`config.mk`:
```
export PLATFORM = sky130hd
export DESIGN_NAME = cq_viola_sysid_check_flat
export DESIGN_NICKNAME = d
export VERILOG_FILES = /design/src/rtl/cq_viola_sysid_check_pkg.sv /design/src/rtl/cq_viola_sysid_check_if.sv /design/src/rtl/cq_viola_sysid_check_tmo.sv /design/src/rtl/cq_viola_sysid_check.sv /design/src/flat_wrapper.sv
export SDC_FILE = /design/constraint.sdc
export NUM_CORES = 1
export LEC_CHECK = 0
export ABC_CLOCK_PERIOD_IN_PS = 4600
export CAP_MARGIN = 10
export CORE_MARGIN = 2
export CORE_UTILIZATION = 50
export DETAILED_ROUTE_END_ITERATION = 6
export PLACE_DENSITY = 0.91
export SLEW_MARGIN = 20
export SYNTH_ARGS = -nofsm -noshare
export SYNTH_HDL_FRONTEND = slang
export SYNTH_SLANG_ARGS = --single-unit
```
`constraint.sdc`:
```
create_clock -name clock -period 4.6 [get_ports clock]
set_input_delay 0.69 -clock clock [delete_from_list [all_inputs] [get_ports clock]]
set_output_delay 0.69 -clock clock [all_outputs]
set_load 0.02 [all_outputs]
```
`src/rtl/cq_viola_sysid_check_pkg.sv`:
```
// cq_viola_sysid_check_pkg: shared FSM encoding, slave word addresses and timeout counter width
package cq_viola_sysid_check_pkg;
   typedef enum logic [2:0] {IDLE, REQ_ID, WAIT_ID, REQ_TS, WAIT_TS, FIN} state_e;
   localparam logic ADDR_ID = 1'b0;
   localparam logic ADDR_TS = 1'b1;
   localparam int TMO_W = 16;
endpackage

```
`src/rtl/cq_viola_sysid_check_if.sv`:
```
// cq_viola_sysid_check_if: Avalon-MM read-only bus between the checker and the system-ID slave
interface cq_viola_sysid_check_if;
   logic        address;
   logic        read;
   logic        waitrequest;
   logic [31:0] readdata;
   logic        readdatavalid;
   modport master(output address, read, input waitrequest, readdata, readdatavalid);
   modport slave(input address, read, output waitrequest, readdata, readdatavalid);
endinterface

```
`src/rtl/cq_viola_sysid_check_tmo.sv`:
```
// cq_viola_sysid_check_tmo: per-access timeout counter, reloaded at each request, flags LIMIT-1 reached
module cq_viola_sysid_check_tmo
   import cq_viola_sysid_check_pkg::*;
#(
   parameter int LIMIT = 1024
) (
   input  logic clock,
   input  logic reset_n,
   input  logic load,
   input  logic en,
   output logic expired
);
   logic [TMO_W-1:0] cnt_q, cnt_d;
   always_comb cnt_d = load ? '0 : en ? cnt_q + TMO_W'(1) : cnt_q;
   always_ff @(posedge clock or negedge reset_n)
      if (!reset_n) cnt_q <= '0;
      else cnt_q <= cnt_d;
   assign expired = cnt_q == TMO_W'(LIMIT - 1);
endmodule

```
`src/rtl/cq_viola_sysid_check.sv`:
```
// cq_viola_sysid_check: reads system ID and build timestamp over Avalon-MM and reports whether both match
module cq_viola_sysid_check
   import cq_viola_sysid_check_pkg::*;
#(
   parameter logic [31:0] EXPECT_ID      = 32'hA0140807,
   parameter logic [31:0] EXPECT_TS      = 32'h53E612CC,
   parameter int          TIMEOUT_CYCLES = 1024,
   parameter bit          AUTO_START     = 1'b1
) (
   input  logic                  clock,
   input  logic                  reset_n,
   input  logic                  start,
   cq_viola_sysid_check_if.master avm,
   output logic                  busy,
   output logic                  done,
   output logic                  pass,
   output logic                  id_ok,
   output logic                  ts_ok,
   output logic                  timeout,
   output logic [31:0]           id_value,
   output logic [31:0]           ts_value
);
   state_e      state_q, state_d;
   logic        auto_q, auto_d, read_q, read_d, addr_q, addr_d, busy_q, busy_d, done_q, done_d;
   logic        pass_q, pass_d, id_ok_q, id_ok_d, ts_ok_q, ts_ok_d, tmo_q, tmo_d;
   logic [31:0] id_q, id_d, ts_q, ts_d;
   logic        load, en, expired;
   cq_viola_sysid_check_tmo #(.LIMIT(TIMEOUT_CYCLES)) u_tmo (
      .clock(clock), .reset_n(reset_n), .load(load), .en(en), .expired(expired)
   );
   always_comb begin
      state_d = state_q;
      auto_d  = auto_q;
      pass_d  = pass_q;
      id_ok_d = id_ok_q;
      ts_ok_d = ts_ok_q;
      tmo_d   = tmo_q;
      id_d    = id_q;
      ts_d    = ts_q;
      case (state_q)
         IDLE: if (start || auto_q) begin
            state_d = REQ_ID;
            auto_d  = 1'b0;
            pass_d  = 1'b0;
            id_ok_d = 1'b0;
            ts_ok_d = 1'b0;
            tmo_d   = 1'b0;
            id_d    = '0;
            ts_d    = '0;
         end
         REQ_ID, REQ_TS: begin
            if (expired) begin
               state_d = FIN;
               tmo_d   = 1'b1;
            end else if (!avm.waitrequest) state_d = (state_q == REQ_ID) ? WAIT_ID : WAIT_TS;
         end
         // data arriving on the expiry cycle still counts
         WAIT_ID: begin
            if (avm.readdatavalid) begin
               id_d    = avm.readdata;
               id_ok_d = avm.readdata == EXPECT_ID;
               state_d = REQ_TS;
            end else if (expired) begin
               state_d = FIN;
               tmo_d   = 1'b1;
            end
         end
         WAIT_TS: begin
            if (avm.readdatavalid) begin
               ts_d    = avm.readdata;
               ts_ok_d = avm.readdata == EXPECT_TS;
               state_d = FIN;
            end else if (expired) begin
               state_d = FIN;
               tmo_d   = 1'b1;
            end
         end
         default: state_d = IDLE;
      endcase
      done_d = state_d == FIN;
      if (done_d) pass_d = id_ok_d && ts_ok_d;
      busy_d = state_d != IDLE && state_d != FIN;
      read_d = state_d == REQ_ID || state_d == REQ_TS;
      addr_d = (state_d == REQ_TS) ? ADDR_TS : ADDR_ID;
      load   = read_d && state_d != state_q;
      en     = state_q != IDLE && state_q != FIN;
   end
   always_ff @(posedge clock or negedge reset_n)
      if (!reset_n) begin
         state_q <= IDLE;
         auto_q  <= AUTO_START;
         read_q  <= 1'b0;
         addr_q  <= ADDR_ID;
         busy_q  <= 1'b0;
         done_q  <= 1'b0;
         pass_q  <= 1'b0;
         id_ok_q <= 1'b0;
         ts_ok_q <= 1'b0;
         tmo_q   <= 1'b0;
         id_q    <= '0;
         ts_q    <= '0;
      end else begin
         state_q <= state_d;
         auto_q  <= auto_d;
         read_q  <= read_d;
         addr_q  <= addr_d;
         busy_q  <= busy_d;
         done_q  <= done_d;
         pass_q  <= pass_d;
         id_ok_q <= id_ok_d;
         ts_ok_q <= ts_ok_d;
         tmo_q   <= tmo_d;
         id_q    <= id_d;
         ts_q    <= ts_d;
      end
   assign avm.read    = read_q;
   assign avm.address = addr_q;
   assign busy        = busy_q;
   assign done        = done_q;
   assign pass        = pass_q;
   assign id_ok       = id_ok_q;
   assign ts_ok       = ts_ok_q;
   assign timeout     = tmo_q;
   assign id_value    = id_q;
   assign ts_value    = ts_q;
endmodule

```
`src/flat_wrapper.sv`:
```
// flat-port wrapper written by rule: the top's interface ports become plain ports
module cq_viola_sysid_check_flat import cq_viola_sysid_check_pkg::*;
#(
   parameter logic [31:0] EXPECT_ID      = 32'hA0140807,
   parameter logic [31:0] EXPECT_TS      = 32'h53E612CC,
   parameter int          TIMEOUT_CYCLES = 1024,
   parameter bit          AUTO_START     = 1'b1
)
  (clock, reset_n, start, busy, done, pass, id_ok, ts_ok, timeout, id_value, ts_value, avm_address, avm_read, avm_waitrequest, avm_readdata, avm_readdatavalid);
  cq_viola_sysid_check_if avm_i ();
  input  logic clock;
  input  logic reset_n;
  input  logic start;
  output logic busy;
  output logic done;
  output logic pass;
  output logic id_ok;
  output logic ts_ok;
  output logic timeout;
  output logic [31:0] id_value;
  output logic [31:0] ts_value;
  output wire logic [$bits(avm_i.address)-1:0] avm_address;
  output wire logic [$bits(avm_i.read)-1:0] avm_read;
  input wire logic [$bits(avm_i.waitrequest)-1:0] avm_waitrequest;
  input wire logic [$bits(avm_i.readdata)-1:0] avm_readdata;
  input wire logic [$bits(avm_i.readdatavalid)-1:0] avm_readdatavalid;
  assign avm_address = avm_i.address;
  assign avm_read = avm_i.read;
  assign avm_i.waitrequest = avm_waitrequest;
  assign avm_i.readdata = avm_readdata;
  assign avm_i.readdatavalid = avm_readdatavalid;
  cq_viola_sysid_check #(.EXPECT_ID(EXPECT_ID), .EXPECT_TS(EXPECT_TS), .TIMEOUT_CYCLES(TIMEOUT_CYCLES), .AUTO_START(AUTO_START)) u_core (.clock(clock), .reset_n(reset_n), .start(start), .avm(avm_i), .busy(busy), .done(done), .pass(pass), .id_ok(id_ok), .ts_ok(ts_ok), .timeout(timeout), .id_value(id_value), .ts_value(ts_value));
endmodule
```
==> qor.json, run 1 <==
{
  "sta": {
    "worst_slew_pin_slew_ns": 0.947,
    "fmax_mhz": 390,
    "relative_slew_slack": 0.367,
    "grt_setup_unrepaired": "no",
    "final-hold-violation-count": 0,
    "setup-tns-final_ns": 0,
    "fin_crit_ns": 2.57,
    "finClkSkew_ns": 0.00896,
    "maxSlewViolCount": 0,
    "setup_slack_ns": 2.03,
    "period_share": 0.558,
    "setup-violations-final": 0
  },
  "critical_path": {
    "reg2reg_path_depth": 7,
    "crit_fanout": 45,
    "critical_path.startpoint_type": "flop",
    "worst-setup-path-type": "flop to flop",
    "timing.critical_path.required_ns": 4.86,
    "timing.critical_path.to_type": "flop",
    "worst-endpoint-arrival_ns": 2.83
  },
  "global_routing": {
    "grt_overflow_total": 0,
    "grt_util_all_layers": 0.255,
    "grt_antenna_before_repair": 0,
    "number_of_global_route_vias_before_repair": 3398,
    "grt_first_pass_wirelength_mm": 17.2,
    "grt_max_degree": 93
  },
  "cells_and_area": {
    "nets": 572,
    "postLayoutCoreUtil": 0.697,
    "fill_cells": 548,
    "final-seq-area_sq_um": 2300,
    "layout_common_cells": "141 x sky130_fd_sc_hd__nand2_1, 107 x sky130_fd_sc_hd__clkdlybuf4s50_1, 91 x sky130_fd_sc_hd__dfrtp_1",
    "insertedDiodeCount": 0,
    "post_route_cells_drive_above_1_share": 0.0649,
    "multiInputGateArea_sq_um": 1590,
    "flow.area_growth_from_synthesis_pct": 34.4,
    "layout_commonest_cell": "sky130_fd_sc_hd__nand2_1"
  },
  "power_and_ir_drop": {
    "power.share.sequential": 0.385,
    "power.ir.vdd_worst_mv": 0.336,
    "p_sw_frac": 0.405,
    "power_frac_clock": 0.188,
    "power.density_nw_per_um2": 593,
    "p_total_mw": 3.19,
    "combinational_group_share_of_total_power": 0.428,
    "power_leakage_nw": 2.40,
    "internal_power_mw": 1.90,
    "switching_power_mw": 1.29
  },
  "floorplan": {
    "dieArea_sq_um": 8750,
    "chipHeight_microns": 93.5,
    "placement_rows": 32,
    "initial_core_util": 0.519,
    "chipWidth_microns": 93.5,
    "core_area_sq_um": 7730,
    "ios": 109
  },
  "drt": {
    "initialDrtViolationCount": 364,
    "residual_drc_count": 0,
    "drt-pass1-iter-count": 5,
    "finalWirelength_mm": 10.7,
    "vias_per_cell": 5.59,
    "wl_per_cell_microns": 16.7,
    "ant_nets": 0,
    "via_count": 3583
  },
  "placement": {
    "port-buffer-count": 108,
    "post-dp-hpwl_mm": 7.51,
    "pre_cts_ws_ns": 1.82,
    "gpl.final_weighted_congestion": 0.864
  },
  "clock_network": {
    "cts-htree-levels": 3,
    "cts_sinks": 92,
    "cts-resized-gates": 0,
    "tritoncts.num_buffers": 9,
    "cts.reportedPaths.clkPinSlew_ns": 0.10,
    "cts_post_setup_buffers_inserted": 0,
    "clockRootBuffer": "sky130_fd_sc_hd__clkbuf_8",
    "postCtsHoldBufs": 0,
    "worst_skew_pair.late_latency_ns": 0.36,
    "cts_buffer_depth": 2,
    "cts_tree": "built"
  },
  "synthesis": {
    "postSynth.asyncResetShare": 1.00,
    "post_synth_instance_area_sq_um": 4010,
    "post_synth_inst_count": 436,
    "ys.warnings.count": 0,
    "synth.mux.area_fraction": 0,
    "synth-xor-area-share": 0.0350,
    "synth_simple_gate_area_share": 0.267,
    "synth.ff_latch_count": 92,
    "synth_top_family_by_area": "simple AND/OR/NAND/NOR gates",
    "synth-adder-area-share": 0.00312,
    "edff_count_synth": 0,
    "synth.yosys.seq_area_share": 0.575,
    "synth_ff_type": "sky130_fd_sc_hd__dfrtp_1",
    "synth_compound_gate_area_share": 0.0865,
    "synthDistinctLibCells": 43,
    "syn_area_per_cell_sq_um": 9.19,
    "net_count_after_synthesis": 474
  },
  "flow_run": {
    "maxCapViolations": 0
  },
  "status": {
    "outcome": "finished clean"
  },
  "hold_path": {
    "min_path_type": "input port to async pin"
  }
}
==> cells by family after synthesis <==
group / count (synthesis)
compound gates: 59
xor+xnor: 16
fa+ha+maj: 1
buf+inv: 32
flops: 92
simple gates: 236
==> synthesized netlist by cell type (3+ instances only) <==
| cell type | instances | share of area |
|---|---|---|
| sky130_fd_sc_hd__nand4_1 | 7 | 0.011 |
| sky130_fd_sc_hd__nand3_1 | 35 | 0.044 |
| sky130_fd_sc_hd__nor4b_1 | 3 | 0.0066 |
| sky130_fd_sc_hd__o21ai_0 | 37 | 0.046 |
| sky130_fd_sc_hd__nand2_1 | 141 | 0.13 |
| sky130_fd_sc_hd__nor4_1 | 6 | 0.0094 |
| sky130_fd_sc_hd__clkbuf_1 | 16 | 0.015 |
| sky130_fd_sc_hd__nor2_1 | 24 | 0.022 |
| sky130_fd_sc_hd__inv_1 | 5 | 0.0047 |
| sky130_fd_sc_hd__xor2_1 | 14 | 0.031 |
| sky130_fd_sc_hd__a21oi_1 | 9 | 0.011 |
| sky130_fd_sc_hd__buf_2 | 9 | 0.011 |
| sky130_fd_sc_hd__dfrtp_1 | 91 | 0.57 |
==> critical path: stages, from the launching register on <==
cell                       delay [ns]
sky130_fd_sc_hd__dfrtp_1         0.59
sky130_fd_sc_hd__nand2b_1        0.21
sky130_fd_sc_hd__nor2_2          0.04
sky130_fd_sc_hd__buf_4           0.26
sky130_fd_sc_hd__a21oi_4         0.79
sky130_fd_sc_hd__buf_4           0.36
sky130_fd_sc_hd__nand2_1         0.09
sky130_fd_sc_hd__o21ai_0         0.11
==> power by group through the flow <==
stage	Sequential [mW]	Combinational, mW	Clock (mW)
after floorplan	1.42	0.536	0
after global placement	1.23	1.32	0
after detailed placement	1.24	1.36	0
after CTS	1.22	1.37	0.603
after global routing	1.26	1.48	0.639
final	1.23	1.37	0.599
==> per-stage QoR <==
step	instance area (sq um)	hold slack [ns]	cells
2_1_floorplan	4010	0.394	436
3_3_place_gp	5160	0.448	625
3_5_place_dp	5160	0.451	625
4_1_cts	5380	0.464	641
5_1_grt	5390	0.460	641
6_report	5390	0.355	641
==> final timing paths <==
kind                                   start                   to  slack, ns
max reg2reg                u_core.state_q[0]  u_core.ts_value[25]       2.03
min                                  reset_n  u_core.id_value[24]       0.35
max                        u_core.state_q[0]  u_core.ts_value[25]       2.03
min reg2reg                    u_core.auto_q        u_core.auto_q       0.46
min in group clock             u_core.auto_q        u_core.auto_q       0.46
max in group asynchronous            reset_n  u_core.id_value[22]       3.65
==> layout make-up <==
class	instances	area share
sequential	92	0.428
multi-input combinational	312	0.295
timing repair buffer	113	0.208
tap	102	0.0237
clock buffer	9	0.0230
clock inverter	7	0.0184
inverter	6	0.00418
==> flip-flops by register name, summed over array words and instances (netlist names) <==
| signal | cells |
|---|---|
| u_core.pass | 1 |
| u_core.avm.address | 1 |
| u_core.timeout | 1 |
| u_core.id_ok | 1 |
| u_core.u_tmo.cnt_q | 16 |
| u_core.state_q | 3 |
| u_core.ts_value | 32 |
| u_core.id_value | 32 |
| u_core.busy | 1 |
| u_core.ts_ok | 1 |
| u_core.auto_q | 1 |
| u_core.avm.read | 1 |
| u_core.done | 1 |
==> routing by layer <==
metal | GRT usage | routed length, microns | up-vias
li1 | - | - | 1648
met1 | 0.344 | 4300 | 1734
met2 | 0.413 | 5320 | 168
met3 | 0.0371 | 721 | 33
met4 | 0.109 | 358 | 0
met5 | 0 | 0 | -
No activity file was read; power rests on OpenSTA's default activity.
==> inputs of run 2 (changes only) <==
--- a/config.mk
+++ b/config.mk
@@ -5,12 +5,12 @@
 export SDC_FILE = /design/constraint.sdc
 export NUM_CORES = 1
 export LEC_CHECK = 0
-export ABC_CLOCK_PERIOD_IN_PS = 4600
+export ABC_CLOCK_PERIOD_IN_PS = 2500
 export CAP_MARGIN = 10
 export CORE_MARGIN = 2
-export CORE_UTILIZATION = 50
+export CORE_UTILIZATION = 48
 export DETAILED_ROUTE_END_ITERATION = 6
-export PLACE_DENSITY = 0.91
+export PLACE_DENSITY = 0.89
 export SLEW_MARGIN = 20
 export SYNTH_ARGS = -nofsm -noshare
 export SYNTH_HDL_FRONTEND = slang
==> constraint.sdc (replaced) <==
create_clock -name clock -period 2.5 [get_ports clock]
set_input_delay 0.375 -clock clock [delete_from_list [all_inputs] [get_ports clock]]
set_output_delay 0.375 -clock clock [all_outputs]
set_load 0.02 [all_outputs]
==> run 2 against run 1 <==
Clock skew is 0.0023 ns higher. Die area up 4.0%. Critical path depth shrank 1. Sequential share of layout area down 0.44 points. Global-route usage is 1.3 points lower. Worst setup slack got worse by 1.6 ns. Count of clock-buffer cells in the layout up 1. Power rose by 85%. Combinational power up 85%. Maximum frequency is 22% higher. Clock power up 89%. Critical path type unchanged. Largest cell class unchanged. Highest routed layer unchanged.
==> qor.json, run 2 (same netlist as run 1, synthesis figures left out) <==
{
  "cells_and_area": {
    "final-seq-area": {"value": 2300, "unit": "sq um", "change": "unchanged"},
    "layout_commonest_cell": "sky130_fd_sc_hd__nand2_1",
    "multiInputGateArea": {"value": 1590, "unit": "sq um", "change": "unchanged"},
    "layout_common_cells": "141 x sky130_fd_sc_hd__nand2_1, 107 x sky130_fd_sc_hd__clkdlybuf4s50_1, 91 x sky130_fd_sc_hd__dfrtp_1",
    "fill_cells": {"value": 594, "change": "+8.4%"},
    "insertedDiodeCount": {"value": 0, "change": "unchanged"},
    "flow.area_growth_from_synthesis_pct": 35.8,
    "post_route_cells_drive_above_1_share": {"value": 0.0700, "change": "+0.00505"},
    "nets": {"value": 576, "change": "+0.70%"},
    "layout.cells.non_filler": {"value": 648, "change": "+1.1%"}
  },
  "clock_network": {
    "clockRootBuffer": "sky130_fd_sc_hd__clkbuf_8",
    "cts-htree-levels": {"value": 3, "change": "unchanged"},
    "cts_post_setup_buffers_inserted": {"value": 0, "change": "unchanged"},
    "postCtsHoldBufs": {"value": 1, "change": "+1"},
    "cts_buffer_depth": {"value": 2, "change": "unchanged"},
    "cts-resized-gates": {"value": 0, "change": "unchanged"},
    "cts.reportedPaths.clkPinSlew": {"value": 0.08, "unit": "ns", "change": "-0.02 ns"},
    "worst_skew_pair.late_latency": {"value": 0.37, "unit": "ns", "change": "about the same"},
    "cts_tree": "built",
    "tritoncts.num_buffers": {"value": 9, "change": "unchanged"},
    "cts_sinks": {"value": 92, "change": "unchanged"}
  },
  "critical_path": {
    "cp_cell_sequence": "nor3b_4 > buf_4 > a21o_1 > buf_4 > nand3_1 > nand2_1",
    "worst-endpoint-arrival": {"value": 2.40, "unit": "ns", "change": "-0.43 ns"},
    "timing.critical_path.to_type": "flop",
    "critical_path.max_stage_delay": {"value": 0.69, "unit": "ns", "change": "-0.10 ns"},
    "timing.critical_path.required": {"value": 2.80, "unit": "ns", "change": "-2.06 ns"},
    "worst-setup-path-type": "flop to flop",
    "slowest_stage": "sky130_fd_sc_hd__dfrtp_1",
    "crit_fanout": {"value": 31, "change": "-31%"},
    "path_delay_family": "flip-flops",
    "worst_path_most_repeated_cell": "sky130_fd_sc_hd__buf_4",
    "count_of_buffering_cells_on_the_critical_path_with_inverters_included": {"value": 2, "change": "unchanged"},
    "r2r_setup_slack": {"value": 0.40, "unit": "ns", "change": "-1.63 ns"},
    "critical_path.startpoint_type": "flop"
  },
  "global_routing": {
    "grt_max_degree": {"value": 65, "change": "-30%"},
    "grt_overflow_total": {"value": 0, "change": "unchanged"},
    "number_of_global_route_vias_before_repair": {"value": 3322, "change": "-2.2%"},
    "grt_util_all_layers": {"value": 0.241, "change": "-0.0134"},
    "grt_first_pass_wirelength": {"value": 16.7, "unit": "mm", "change": "-3.0%"},
    "grt_antenna_before_repair": {"value": 0, "change": "unchanged"}
  },
  "sta": {
    "fmax": {"value": 477, "unit": "MHz", "change": "+22%"},
    "relative_slew_slack": {"value": 0.561, "change": "+0.194"},
    "setup-violations-final": {"value": 0, "change": "unchanged"},
    "finClkSkew": {"value": 0.0112, "unit": "ns", "change": "+0.00225 ns"},
    "fin_crit": {"value": 2.10, "unit": "ns", "change": "-0.469 ns"},
    "setup-tns-final": {"value": 0, "unit": "ns", "change": "unchanged"},
    "grt_setup_unrepaired": "no",
    "final-hold-violation-count": {"value": 0, "change": "unchanged"},
    "worst_slew_pin_slew": {"value": 0.653, "unit": "ns", "change": "-0.294 ns"},
    "maxSlewViolCount": {"value": 0, "change": "unchanged"},
    "period_share": {"value": 0.839, "change": "+0.281"},
    "fin_hold_ws": {"value": 0.462, "unit": "ns", "change": "+0.107 ns"}
  },
  "placement": {
    "port-buffer-count": {"value": 108, "change": "unchanged"},
    "gpl.final_weighted_congestion": {"value": 0.827, "change": "-4.2%"},
    "dpl.cell_count": {"value": 631, "change": "+0.96%"},
    "post-dp-hpwl": {"value": 7.50, "unit": "mm", "change": "about the same"}
  },
  "power_and_ir_drop": {
    "power_leakage": {"value": 2.42, "unit": "nW", "change": "+1.1%"},
    "power.density": {"value": 1090, "unit": "nW/um^2", "change": "+83%"},
    "p_total": {"value": 5.92, "unit": "mW", "change": "+85%"},
    "power.ir.vdd_worst": {"value": 0.693, "unit": "mV", "change": "+110%"}
  },
  "drt": {
    "wl_per_cell": {"value": 15.9, "unit": "microns", "change": "-4.5%"},
    "vias_per_cell": {"value": 5.49, "change": "-1.7%"},
    "initialDrtViolationCount": {"value": 308, "change": "-15%"},
    "ant_nets": {"value": 0, "change": "unchanged"},
    "residual_drc_count": {"value": 0, "change": "unchanged"},
    "finalWirelength": {"value": 10.3, "unit": "mm", "change": "-3.4%"},
    "drt-pass1-iter-count": {"value": 7, "change": "+2"},
    "via_count": {"value": 3560, "change": "-0.64%"}
  },
  "floorplan": {
    "chipWidth": {"value": 95.4, "unit": "microns", "change": "+2.0%"},
    "dieArea": {"value": 9100, "unit": "sq um", "change": "+4.0%"},
    "ios": {"value": 109, "change": "unchanged"},
    "placement_rows": {"value": 33, "change": "+3.1%"},
    "core_area": {"value": 8130, "unit": "sq um", "change": "+5.3%"},
    "initial_core_util": {"value": 0.493, "change": "-0.0259"},
    "chipHeight": {"value": 95.4, "unit": "microns", "change": "+2.0%"}
  },
  "flow_run": {
    "maxCapViolations": {"value": 0, "change": "unchanged"}
  },
  "hold_path": {
    "min_path_type": "flop to flop"
  },
  "status": {
    "outcome": "finished clean"
  }
}
-- run 2: cell types whose count changed in the layout (fill, tap and decap cells not counted) --
cell                            previous run  this run
sky130_fd_sc_hd__buf_6                     1         0
sky130_fd_sc_hd__inv_6                     1         0
sky130_fd_sc_hd__clkbuf_8                  9        10
sky130_fd_sc_hd__inv_8                     0         1
sky130_fd_sc_hd__buf_12                    0         1
sky130_fd_sc_hd__clkinv_2                  1         0
sky130_fd_sc_hd__dlygate4sd3_1             0         1
sky130_fd_sc_hd__buf_4                     5         8
-- run 2: path summary, 6_finish.rpt --
path	startpoint	end	cells past startpoint
min in group asynchronous	reset_n	u_core.ts_value[24]	2
max in group asynchronous	reset_n	u_core.id_value[19]	3
worst min-delay path	u_core.auto_q	u_core.auto_q	1
worst max-delay path	u_core.state_q[1]	u_core.id_value[21]	6
worst min register to register	u_core.auto_q	u_core.auto_q	1
worst max register to register	u_core.state_q[1]	u_core.id_value[21]	6
-- run 2: layout make-up --
class / count / share of cell area
well taps: 105 / 0.0241
multi-input cells: 312 / 0.292
flip-flops and latches: 92 / 0.423
clock buffers: 10 / 0.0253
inverters: 6 / 0.00414
repair buffers: 117 / 0.213
clock inverters: 6 / 0.0177
-- run 2: through the flow --
stage	setup slack [ns]	area, sq um	util
after CTS	0.417	5440	0.669
after global placement	0.302	5200	0.639
final	0.402	5440	0.669
after detailed placement	0.280	5200	0.639
after floorplan	0.697	4010	-
after global routing	0.201	5440	0.669
-- run 2: where the power goes --
group / switching, mW / total, mW / internal, mW
registers: 0.337 / 2.25 / 1.91
logic: 1.49 / 2.53 / 1.04
clock network: 0.533 / 1.13 / 0.600
total: 2.36 / 5.92 / 3.55
-- run 2: metal layers --
| layer | part of all wire | vias up | track usage |
|---|---|---|---|
| met5 | 0 | - | 0 |
| met4 | 0.020 | 0 | 0.0917 |
| met3 | 0.085 | 24 | 0.0427 |
| met2 | 0.47 | 166 | 0.376 |
| met1 | 0.42 | 1705 | 0.341 |
| li1 | - | 1665 | - |
==> inputs of run 3 (changes only) <==
--- a/config.mk
+++ b/config.mk
@@ -5,12 +5,12 @@
 export SDC_FILE = /design/constraint.sdc
 export NUM_CORES = 1
 export LEC_CHECK = 0
-export ABC_CLOCK_PERIOD_IN_PS = 2500
+export ABC_CLOCK_PERIOD_IN_PS = 1800
 export CAP_MARGIN = 10
 export CORE_MARGIN = 2
-export CORE_UTILIZATION = 48
+export CORE_UTILIZATION = 43
 export DETAILED_ROUTE_END_ITERATION = 6
-export PLACE_DENSITY = 0.89
+export PLACE_DENSITY = 0.84
 export SLEW_MARGIN = 20
 export SYNTH_ARGS = -nofsm -noshare
 export SYNTH_HDL_FRONTEND = slang
==> constraint.sdc (replaced) <==
create_clock -name clock -period 1.8 [get_ports clock]
set_input_delay 0.27 -clock clock [delete_from_list [all_inputs] [get_ports clock]]
set_output_delay 0.27 -clock clock [all_outputs]
set_load 0.02 [all_outputs]
==> run 3 against run 2 <==
The run now ends with setup timing left. Worst hold slack barely moved. First-iteration DRC count fell by 30%. Largest cell class unchanged. Critical path type unchanged. Final cell count rose by 10%.
==> qor.json, run 3 (same netlist as run 1, synthesis figures left out) <==
{
  "status": {
    "outcome": "finished, violations left",
    "violations": "setup timing"
  },
  "drt": {
    "drt-pass1-iter-count": {"value": 5, "change": "-2"},
    "vias_per_cell": {"value": 5.22, "change": "-5.0%"},
    "wl_per_cell": {"value": 16.0, "unit": "microns", "change": "+0.15%"},
    "residual_drc_count": {"value": 0, "change": "unchanged"},
    "initialDrtViolationCount": {"value": 215, "change": "-30%"},
    "via_count": {"value": 3728, "change": "+4.7%"},
    "finalWirelength": {"value": 11.4, "unit": "mm", "change": "+10%"},
    "ant_nets": {"value": 0, "change": "unchanged"}
  },
  "global_routing": {
    "grt_overflow_total": {"value": 0, "change": "unchanged"},
    "number_of_global_route_vias_before_repair": {"value": 3725, "change": "+12%"},
    "grt_max_degree": {"value": 93, "change": "+43%"},
    "grt_first_pass_wirelength": {"value": 18.3, "unit": "mm", "change": "+9.5%"},
    "grt_util_all_layers": {"value": 0.232, "change": "-0.00920"},
    "grt_antenna_before_repair": {"value": 0, "change": "unchanged"}
  },
  "floorplan": {
    "dieArea": {"value": 10100, "unit": "sq um", "change": "+11%"},
    "chipHeight": {"value": 101, "unit": "microns", "change": "+5.4%"},
    "chipWidth": {"value": 101, "unit": "microns", "change": "+5.4%"},
    "core_area": {"value": 9150, "unit": "sq um", "change": "+13%"},
    "initial_core_util": {"value": 0.438, "change": "-0.0548"},
    "ios": {"value": 109, "change": "unchanged"},
    "placement_rows": {"value": 35, "change": "+6.1%"}
  },
  "sta": {
    "period_share": {"value": 1.03, "change": "+0.187"},
    "finClkSkew": {"value": 0.00601, "unit": "ns", "change": "-0.00520 ns"},
    "maxSlewViolCount": {"value": 0, "change": "unchanged"},
    "fmax": {"value": 541, "unit": "MHz", "change": "+14%"},
    "final-hold-violation-count": {"value": 0, "change": "unchanged"},
    "setup_slack": {"value": -0.0474, "unit": "ns", "change": "-0.449 ns"},
    "grt_setup_unrepaired": "yes",
    "relative_slew_slack": {"value": 0.676, "change": "+0.115"},
    "fin_hold_ws": {"value": 0.461, "unit": "ns", "change": "-0.000425 ns"},
    "worst_slew_pin_slew": {"value": 0.486, "unit": "ns", "change": "-0.166 ns"},
    "setup-violations-final": {"value": 2, "change": "+2"},
    "fin_crit": {"value": 1.85, "unit": "ns", "change": "-0.251 ns"},
    "setup-tns-final": {"value": -0.0712, "unit": "ns", "change": "-0.0712 ns"}
  },
  "hold_path": {
    "min_path_type": "flop to flop"
  },
  "critical_path": {
    "crit_fanout": {"value": 6, "change": "-81%"},
    "critical_path.startpoint_type": "flop",
    "r2r_setup_slack": {"value": -0.05, "unit": "ns", "change": "-0.45 ns"},
    "timing.critical_path.to_type": "flop",
    "worst-setup-path-type": "flop to flop",
    "timing.critical_path.required": {"value": 2.11, "unit": "ns", "change": "-0.69 ns"},
    "worst-endpoint-arrival": {"value": 2.15, "unit": "ns", "change": "-0.25 ns"}
  },
  "clock_network": {
    "cts_buffer_depth": {"value": 2, "change": "unchanged"},
    "clockRootBuffer": "sky130_fd_sc_hd__clkbuf_8",
    "cts_post_setup_buffers_inserted": {"value": 0, "change": "unchanged"},
    "tritoncts.num_buffers": {"value": 9, "change": "unchanged"},
    "cts-htree-levels": {"value": 3, "change": "unchanged"},
    "cts.reportedPaths.clkPinSlew": {"value": 0.09, "unit": "ns", "change": "about the same"},
    "cts_tree": "built",
    "worst_skew_pair.late_latency": {"value": 0.36, "unit": "ns", "change": "about the same"},
    "cts_sinks": {"value": 92, "change": "unchanged"}
  },
  "power_and_ir_drop": {
    "power.density": {"value": 1430, "unit": "nW/um^2", "change": "+32%"},
    "power.ir.vdd_worst": {"value": 1.16, "unit": "mV", "change": "+67%"},
    "power_leakage": {"value": 2.72, "unit": "nW", "change": "+12%"}
  },
  "cells_and_area": {
    "layout_common_cells": "141 x sky130_fd_sc_hd__nand2_1, 107 x sky130_fd_sc_hd__clkdlybuf4s50_1, 88 x sky130_fd_sc_hd__dfrtp_1",
    "insertedDiodeCount": {"value": 0, "change": "unchanged"},
    "nets": {"value": 636, "change": "+10%"},
    "multiInputGateArea": {"value": 1670, "unit": "sq um", "change": "+5.3%"},
    "final-seq-area": {"value": 2310, "unit": "sq um", "change": "+0.16%"},
    "fill_cells": {"value": 706, "change": "+19%"},
    "flow.area_growth_from_synthesis_pct": 49.9,
    "layout_commonest_cell": "sky130_fd_sc_hd__nand2_1",
    "post_route_cells_drive_above_1_share": {"value": 0.187, "change": "+0.117"}
  },
  "placement": {
    "port-buffer-count": {"value": 108, "change": "unchanged"},
    "post-dp-hpwl": {"value": 8.36, "unit": "mm", "change": "+11%"},
    "gpl.final_weighted_congestion": {"value": 0.853, "change": "+3.1%"}
  },
  "flow_run": {
    "maxCapViolations": {"value": 0, "change": "unchanged"}
  }
}
[run 3: metrics by stage]
stage,setup slack [ns],std cells,area [sq um],utilization,power [mW]
5_1_grt,-0.0967,714,6010,0.656,9.13
6_report,-0.0474,714,6010,0.656,8.60
3_3_place_gp,-0.306,697,5730,0.626,7.06
4_1_cts,-0.0455,714,5930,0.648,8.53
2_1_floorplan,0.0625,436,4020,-,5.02
3_5_place_dp,-0.378,697,5730,0.626,7.19
[run 3: worst paths after layout]
kind	startpoint	end	depth (start not counted)
max	u_core.u_tmo.cnt_q[10]	u_core.pass	6
min	u_core.auto_q	u_core.auto_q	1
max reg2reg	u_core.u_tmo.cnt_q[10]	u_core.pass	6
min reg2reg	u_core.auto_q	u_core.auto_q	1
max in group asynchronous	reset_n	u_core.ts_value[30]	3
min in group asynchronous	reset_n	u_core.id_value[19]	3
[run 3: repair_timing]
action | 4_1_cts | 5_1_grt
endpoints found under the setup margin | 4 | 77
hold buffers | 1 | 0
gates cloned | 0 | 0
endpoints found under the hold margin | 91 | 0
gates resized for setup | 2 | 18
pin swaps | 2 | 1
[run 3: critical path: stages (launching register included)]
cell                       delay [ns]
sky130_fd_sc_hd__dfrtp_1         0.40
sky130_fd_sc_hd__nor4bb_2        0.35
sky130_fd_sc_hd__and4b_4         0.37
sky130_fd_sc_hd__a21oi_4         0.05
sky130_fd_sc_hd__o31ai_4         0.26
sky130_fd_sc_hd__and2_4          0.22
sky130_fd_sc_hd__a31o_1          0.14
[run 3: where the power goes]
part           switching [mW]  internal [mW]  leakage, nW  total (mW)
clock network           0.733          0.586       0.0892        1.32
logic                    2.30           1.91         1.38        4.21
registers               0.415           2.66         1.25        3.08
[run 3: cell type report]
class                   count  share of cell area
clock buffers              12              0.0258
clock inverters             4             0.00541
inverters                   6             0.00375
multi-input cells         312               0.279
flip-flops and latches     92               0.384
well taps                 111              0.0231
repair buffers            177               0.279
[run 3: per-layer routing]
layer | vias to the layer above | routed length [microns] | global-route usage
met5 | - | 0 | 0
met4 | 0 | 494 | 0.119
met3 | 34 | 569 | 0.0361
met2 | 127 | 5690 | 0.390
met1 | 1784 | 4640 | 0.291
li1 | 1783 | - | -
==> edit 1 (settings of run 3) <==
Change the package constant `TMO_W` from 16 to 24.
--- a/src/rtl/cq_viola_sysid_check_pkg.sv
+++ b/src/rtl/cq_viola_sysid_check_pkg.sv
@@ -3,6 +3,6 @@
    typedef enum logic [2:0] {IDLE, REQ_ID, WAIT_ID, REQ_TS, WAIT_TS, FIN} state_e;
    localparam logic ADDR_ID = 1'b0;
    localparam logic ADDR_TS = 1'b1;
-   localparam int TMO_W = 16;
+   localparam int TMO_W = 24;
 endpackage
 
Behaviour: same outputs for any inputs over 10 cycles, from zero or initial values and one cycle with reset_n low; that may be too few to reach the edited logic, so the function may still have changed.
==> edit 1 against run 3 <==
Critical path depth unchanged. Design area is 10% higher. Synthesized area up 12%. Sequential cell count increased by 8. Setup slack worse by 120 ps. Combinational power is 19% higher. Die area increased by 12%. Utilization fell by 0.94 points. Total power grew 18%. The run still ends with setup timing left. Sequential power rose by 14%. Wire length increased by 14%. Non-clock buffer count increased by 4.
==> edit 1: results <==
yosys:
  syn-num-nets: 522
  synth_commonest_cells: "sky130_fd_sc_hd__nand2_1, sky130_fd_sc_hd__dfrtp_1, sky130_fd_sc_hd__nand3_1"
  avgSynthCellArea_um2: 9.28
  synthTopCellsByArea: "sky130_fd_sc_hd__dfrtp_1, sky130_fd_sc_hd__nand2_1, sky130_fd_sc_hd__nand3_1"
  synth_seq_area_share: 0.557
  post_synth_xor_area_fraction: 0.0504
  synth_seq_cells: 100
  muxShareOfSynthArea: 0.00223
  ys_types: 53
  area_fraction_in_compound_gates_after_synthesis: 0.0791
  adder_cell_area_share_of_the_yosys_netlist: 0.00278
setup_path:
  launch_point_of_the_worst_reg_to_reg_path: "u_core.u_tmo.cnt_q[23]"
  timing.reg2reg.setup_slack_ps: -160
  critPathTopFamily: "compound AO/OA/AOI/OAI gates"
  slowest_delay_ps: 420
  arrival_ps: 2260
power:
  leakagePower_nw: 3.01
  vdd_drop_max_mv: 0.720
  sw_frac_of_total: 0.403
final_layout:
  bufAreaShareNonClock: 0.256
  inv_count: 4
  layoutNonFillerInstCount: 792
  finalNetCount: 689
  multi_input_combinational: 355
  drive_gt1_frac: 0.183
  fin_area_um2: 6620
  nClkBuffers: 9
  final-seq-area_um2: 2510
  multiInputGateArea_um2: 2010
  fillers: 734
  signal_buffers: 181
  clockNetworkAreaShare: 0.0346
global_route:
  grt_pass1_wl_mm: 20.0
  number_of_global_route_vias_before_repair: 4070
  pin_count_of_the_biggest_net_entering_global_routing: 39
  groute.usage.overall: 0.224
placement:
  placedCellCount: 768
  dpl-instance-area_um2: 6210
  pre_cts_ws_ps: -362
  place.gp.congestion: 0.828
  dp_hpwl_mm: 8.89
sta:
  setup_viol: 5
  post_route_setup_slack_ps: -164
  setup_tns_ps: -581
  worstMarginPinSlew_ps: 546
  final.hold.worst_slack_ps: 425
  final.setup_skew_ps: 4.49
route:
  detailedRoute.firstIterationViolations: 231
  wl_per_cell_um: 16.4
  via_count: 4238
floorplan:
  dieArea_um2: 11300
clocking:
  cts.repair_timing.setup_buffer_count: 2
  cts_repair_resize_count: 5
run_status:
  outcome: "complete, but fails checks"
  violations_in_the_final_reports: "setup timing"
worst_hold_path:
  min-delay-path-class: "in -> async"
-- edit 1: cell types whose count changed after synthesis, moves of 5 or more --
cell,before,now
sky130_fd_sc_hd__nor2_1,24,34
sky130_fd_sc_hd__xnor2_1,2,7
sky130_fd_sc_hd__nor3_1,2,7
sky130_fd_sc_hd__nand3_1,35,40
sky130_fd_sc_hd__and3_1,2,7
sky130_fd_sc_hd__a21oi_1,9,2
sky130_fd_sc_hd__dfrtp_1,91,99
-- edit 1: layer usage --
metal,vias to the layer above,part of all wire,GRT usage
met5,-,0,0
met4,0,0.013,0.0686
met3,14,0.055,0.0282
met2,148,0.51,0.392
met1,2104,0.43,0.289
li1,1972,-,-
-- edit 1: power by group through the flow --
stage	Sequential, mW	Combinational, mW	Clock, mW
final	3.50	5.00	1.64
after global routing	3.57	5.33	1.76
after CTS	3.46	4.86	1.66
after detailed placement	3.50	4.81	0
after global placement	3.46	4.69	0
after floorplan	4.27	1.55	0
==> edit 2 (config.mk and constraints of run 3) <==
Without the edit above. Reset style: synchronous (`reset_n`), changed in 2 clocked blocks.
--- a/src/rtl/cq_viola_sysid_check_tmo.sv
+++ b/src/rtl/cq_viola_sysid_check_tmo.sv
@@ -12,7 +12,7 @@
 );
    logic [TMO_W-1:0] cnt_q, cnt_d;
    always_comb cnt_d = load ? '0 : en ? cnt_q + TMO_W'(1) : cnt_q;
-   always_ff @(posedge clock or negedge reset_n)
+   always_ff @(posedge clock)
       if (!reset_n) cnt_q <= '0;
       else cnt_q <= cnt_d;
    assign expired = cnt_q == TMO_W'(LIMIT - 1);
--- a/src/rtl/cq_viola_sysid_check.sv
+++ b/src/rtl/cq_viola_sysid_check.sv
@@ -85,7 +85,7 @@
       load   = read_d && state_d != state_q;
       en     = state_q != IDLE && state_q != FIN;
    end
-   always_ff @(posedge clock or negedge reset_n)
+   always_ff @(posedge clock)
       if (!reset_n) begin
          state_q <= IDLE;
          auto_q  <= AUTO_START;
Function: differs if reset_n is asserted again (counterexample within 4 cycles, from zero or initial values and one cycle with reset_n low); with reset_n held inactive, the same outputs for 10 cycles.
==> edit 2 against run 3 <==
The flow still finishes with violations (setup timing). Synthesized cell count is 1.1% lower. Setup slack better by 5.8 ps. Worst hold slack better by 0.60 ps. Sequential share of layout area is 6.9 points lower. Design area is 2.2% lower. Critical path type unchanged. Count of clock-buffer cells in the layout is 1 lower. Critical endpoint is now u_core.id_value[30]. Largest cell class is now multi-input gates. Sequential cell count stayed put. Highest routed layer unchanged. Wire length is 7.1% higher. Synthesized area is 3.4% lower.
Power is not compared: it rests on default switching activity, and its combinational part moved more than twofold at a synthesized area within 25%.
==> edit 2: results <==
yosys:
  avgSynthCellArea_um2: 8.98
  ys_types: 51
  syn-num-nets: 469
  synthTopCellsByArea: "sky130_fd_sc_hd__dfxtp_1, sky130_fd_sc_hd__mux2i_1, sky130_fd_sc_hd__nand2_1"
  ys_dominant_reg_cell: "sky130_fd_sc_hd__dfxtp_1"
  synth_seq_area_share: 0.476
  synth_commonest_cells: "sky130_fd_sc_hd__dfxtp_1, sky130_fd_sc_hd__nand2_1, sky130_fd_sc_hd__nor2_1"
  async_flop_share: 0
  yosysWarnings: 0
final_layout:
  layoutNonFillerInstCount: 707
  drive_gt1_frac: 0.185
  antenna-diode-count: 0
  finalNetCount: 633
  fillers: 636
clocking:
  clk_pin_slew_ps: 90
  clock_insertion_delay_worst_skew_ps: 360
  cts_root_buffer: "sky130_fd_sc_hd__clkbuf_8"
  h_tree_depth: 3
  cts_buffers: 9
  cts_max_path_buffers: 2
power:
  vdd_drop_max_mv: 0.476
  leakagePower_nw: 2.19
global_route:
  groute.usage.overall: 0.241
  antenna_found_initial: 0
  number_of_global_route_vias_before_repair: 3876
  overflow: 0
  grt_pass1_wl_mm: 19.0
  pin_count_of_the_biggest_net_entering_global_routing: 36
run_status:
  outcome: "complete, but fails checks"
  violations_in_the_final_reports: "setup timing"
sta:
  post_route_setup_slack_ps: -41.7
  setup_viol: 27
  slew_headroom: 0.692
  final.setup_skew_ps: 11.8
setup_path:
  worst-path-max-fanout: 10
  launch_point_of_the_worst_reg_to_reg_path: "u_core.u_tmo.cnt_q[13]"
  worst_r2r_endpoint: "u_core.id_value[30]"
  reg2reg_depth: 6
  arrival_ps: 2130
  setup_cp_type: "reg -> reg"
placement:
  placedCellCount: 687
  place.gp.congestion: 0.868
  dpl-instance-area_um2: 5530
  numPortBuffers: 108
  dp_hpwl_mm: 8.60
route:
  detail_route.vias_per_cell: 5.47
  detailedRoute.firstIterationViolations: 157
  drt_first_pass_iters: 5
  finalWirelength_mm: 12.2
worst_hold_path:
  min-delay-path-class: "reg -> reg"
edit 2: how the worst min path moves through the flow:
stage | cells after the start | startpoint | endpoint
floorplan | 2 | avm_readdata[0] | u_core.id_value[0]
global placement | 2 | u_core.ts_value[30] | u_core.ts_value[30]
detailed placement | 2 | u_core.ts_value[30] | u_core.ts_value[30]
CTS | 2 | u_core.ts_value[30] | u_core.ts_value[30]
global route | 2 | u_core.id_value[30] | u_core.id_value[30]
finish | 2 | u_core.id_value[23] | u_core.id_value[23]
edit 2: through the flow:
stage	total power [mW]	setup slack [ps]	utilization	setup TNS, ps	hold WS [ps]
5_1_grt	4.67	-104	0.674	-3510	490
3_3_place_gp	2.93	-245	0.634	-13520	439
2_1_floorplan	2.58	-19.7	-	-591	409
3_5_place_dp	2.95	-355	0.634	-18060	449
6_report	4.55	-41.7	0.674	-389	462
4_1_cts	4.46	-36.2	0.662	-152	460
edit 2: area by class of cell:
cell class	count	area, um^2	share of cell area
flip-flops and latches	92	1850	0.315
multi-input cells	306	1940	0.331
clock inverters	4	73.8	0.0126
well taps	108	135	0.0230
clock buffers	11	141	0.0241
repair buffers	180	1710	0.290
inverters	6	22.5	0.00383
edit 2: kinds of logic after synthesis:
kind of cell	synth area share
AND/OR/NAND/NOR	0.237
flip-flops	0.476
AO/OA/AOI/OAI	0.115
buffers and inverters	0.0449
multiplexers	0.0853
XOR/XNOR	0.0381
adder cells (fa/ha/maj)	0.00323
edit 2: report_power, final:
group	switching, mW	internal, mW	total, mW
Combinational	0.450	0.436	0.886
Sequential	0.0334	2.08	2.11
Clock	0.737	0.815	1.55
Total	1.22	3.33	4.55
edit 2: layer usage:
layer  vias to the layer above  global-route usage  part of all wire
li1                       1823                   -                 -
met1                      1854               0.269              0.38
met2                       170               0.420              0.51
met3                        23              0.0823             0.099
met4                         0              0.0938             0.020
met5                         -                   0                 0
edit 2: what timing repair did:
item	in CTS	in global routing
resized for setup	5	10
pin swaps	2	3
setup buffers	1	2
cloned	0	2
endpoints found under the setup margin	44	55
edit 2: critical path, stage by stage (launching register included):
cell and delay (ps):
sky130_fd_sc_hd__dfxtp_4 360, sky130_fd_sc_hd__nor4_4 330, sky130_fd_sc_hd__and4_4 310, sky130_fd_sc_hd__a211o_1 170, sky130_fd_sc_hd__nand2b_4 220, sky130_fd_sc_hd__clkbuf_16 200
sky130_fd_sc_hd__mux2i_1 190
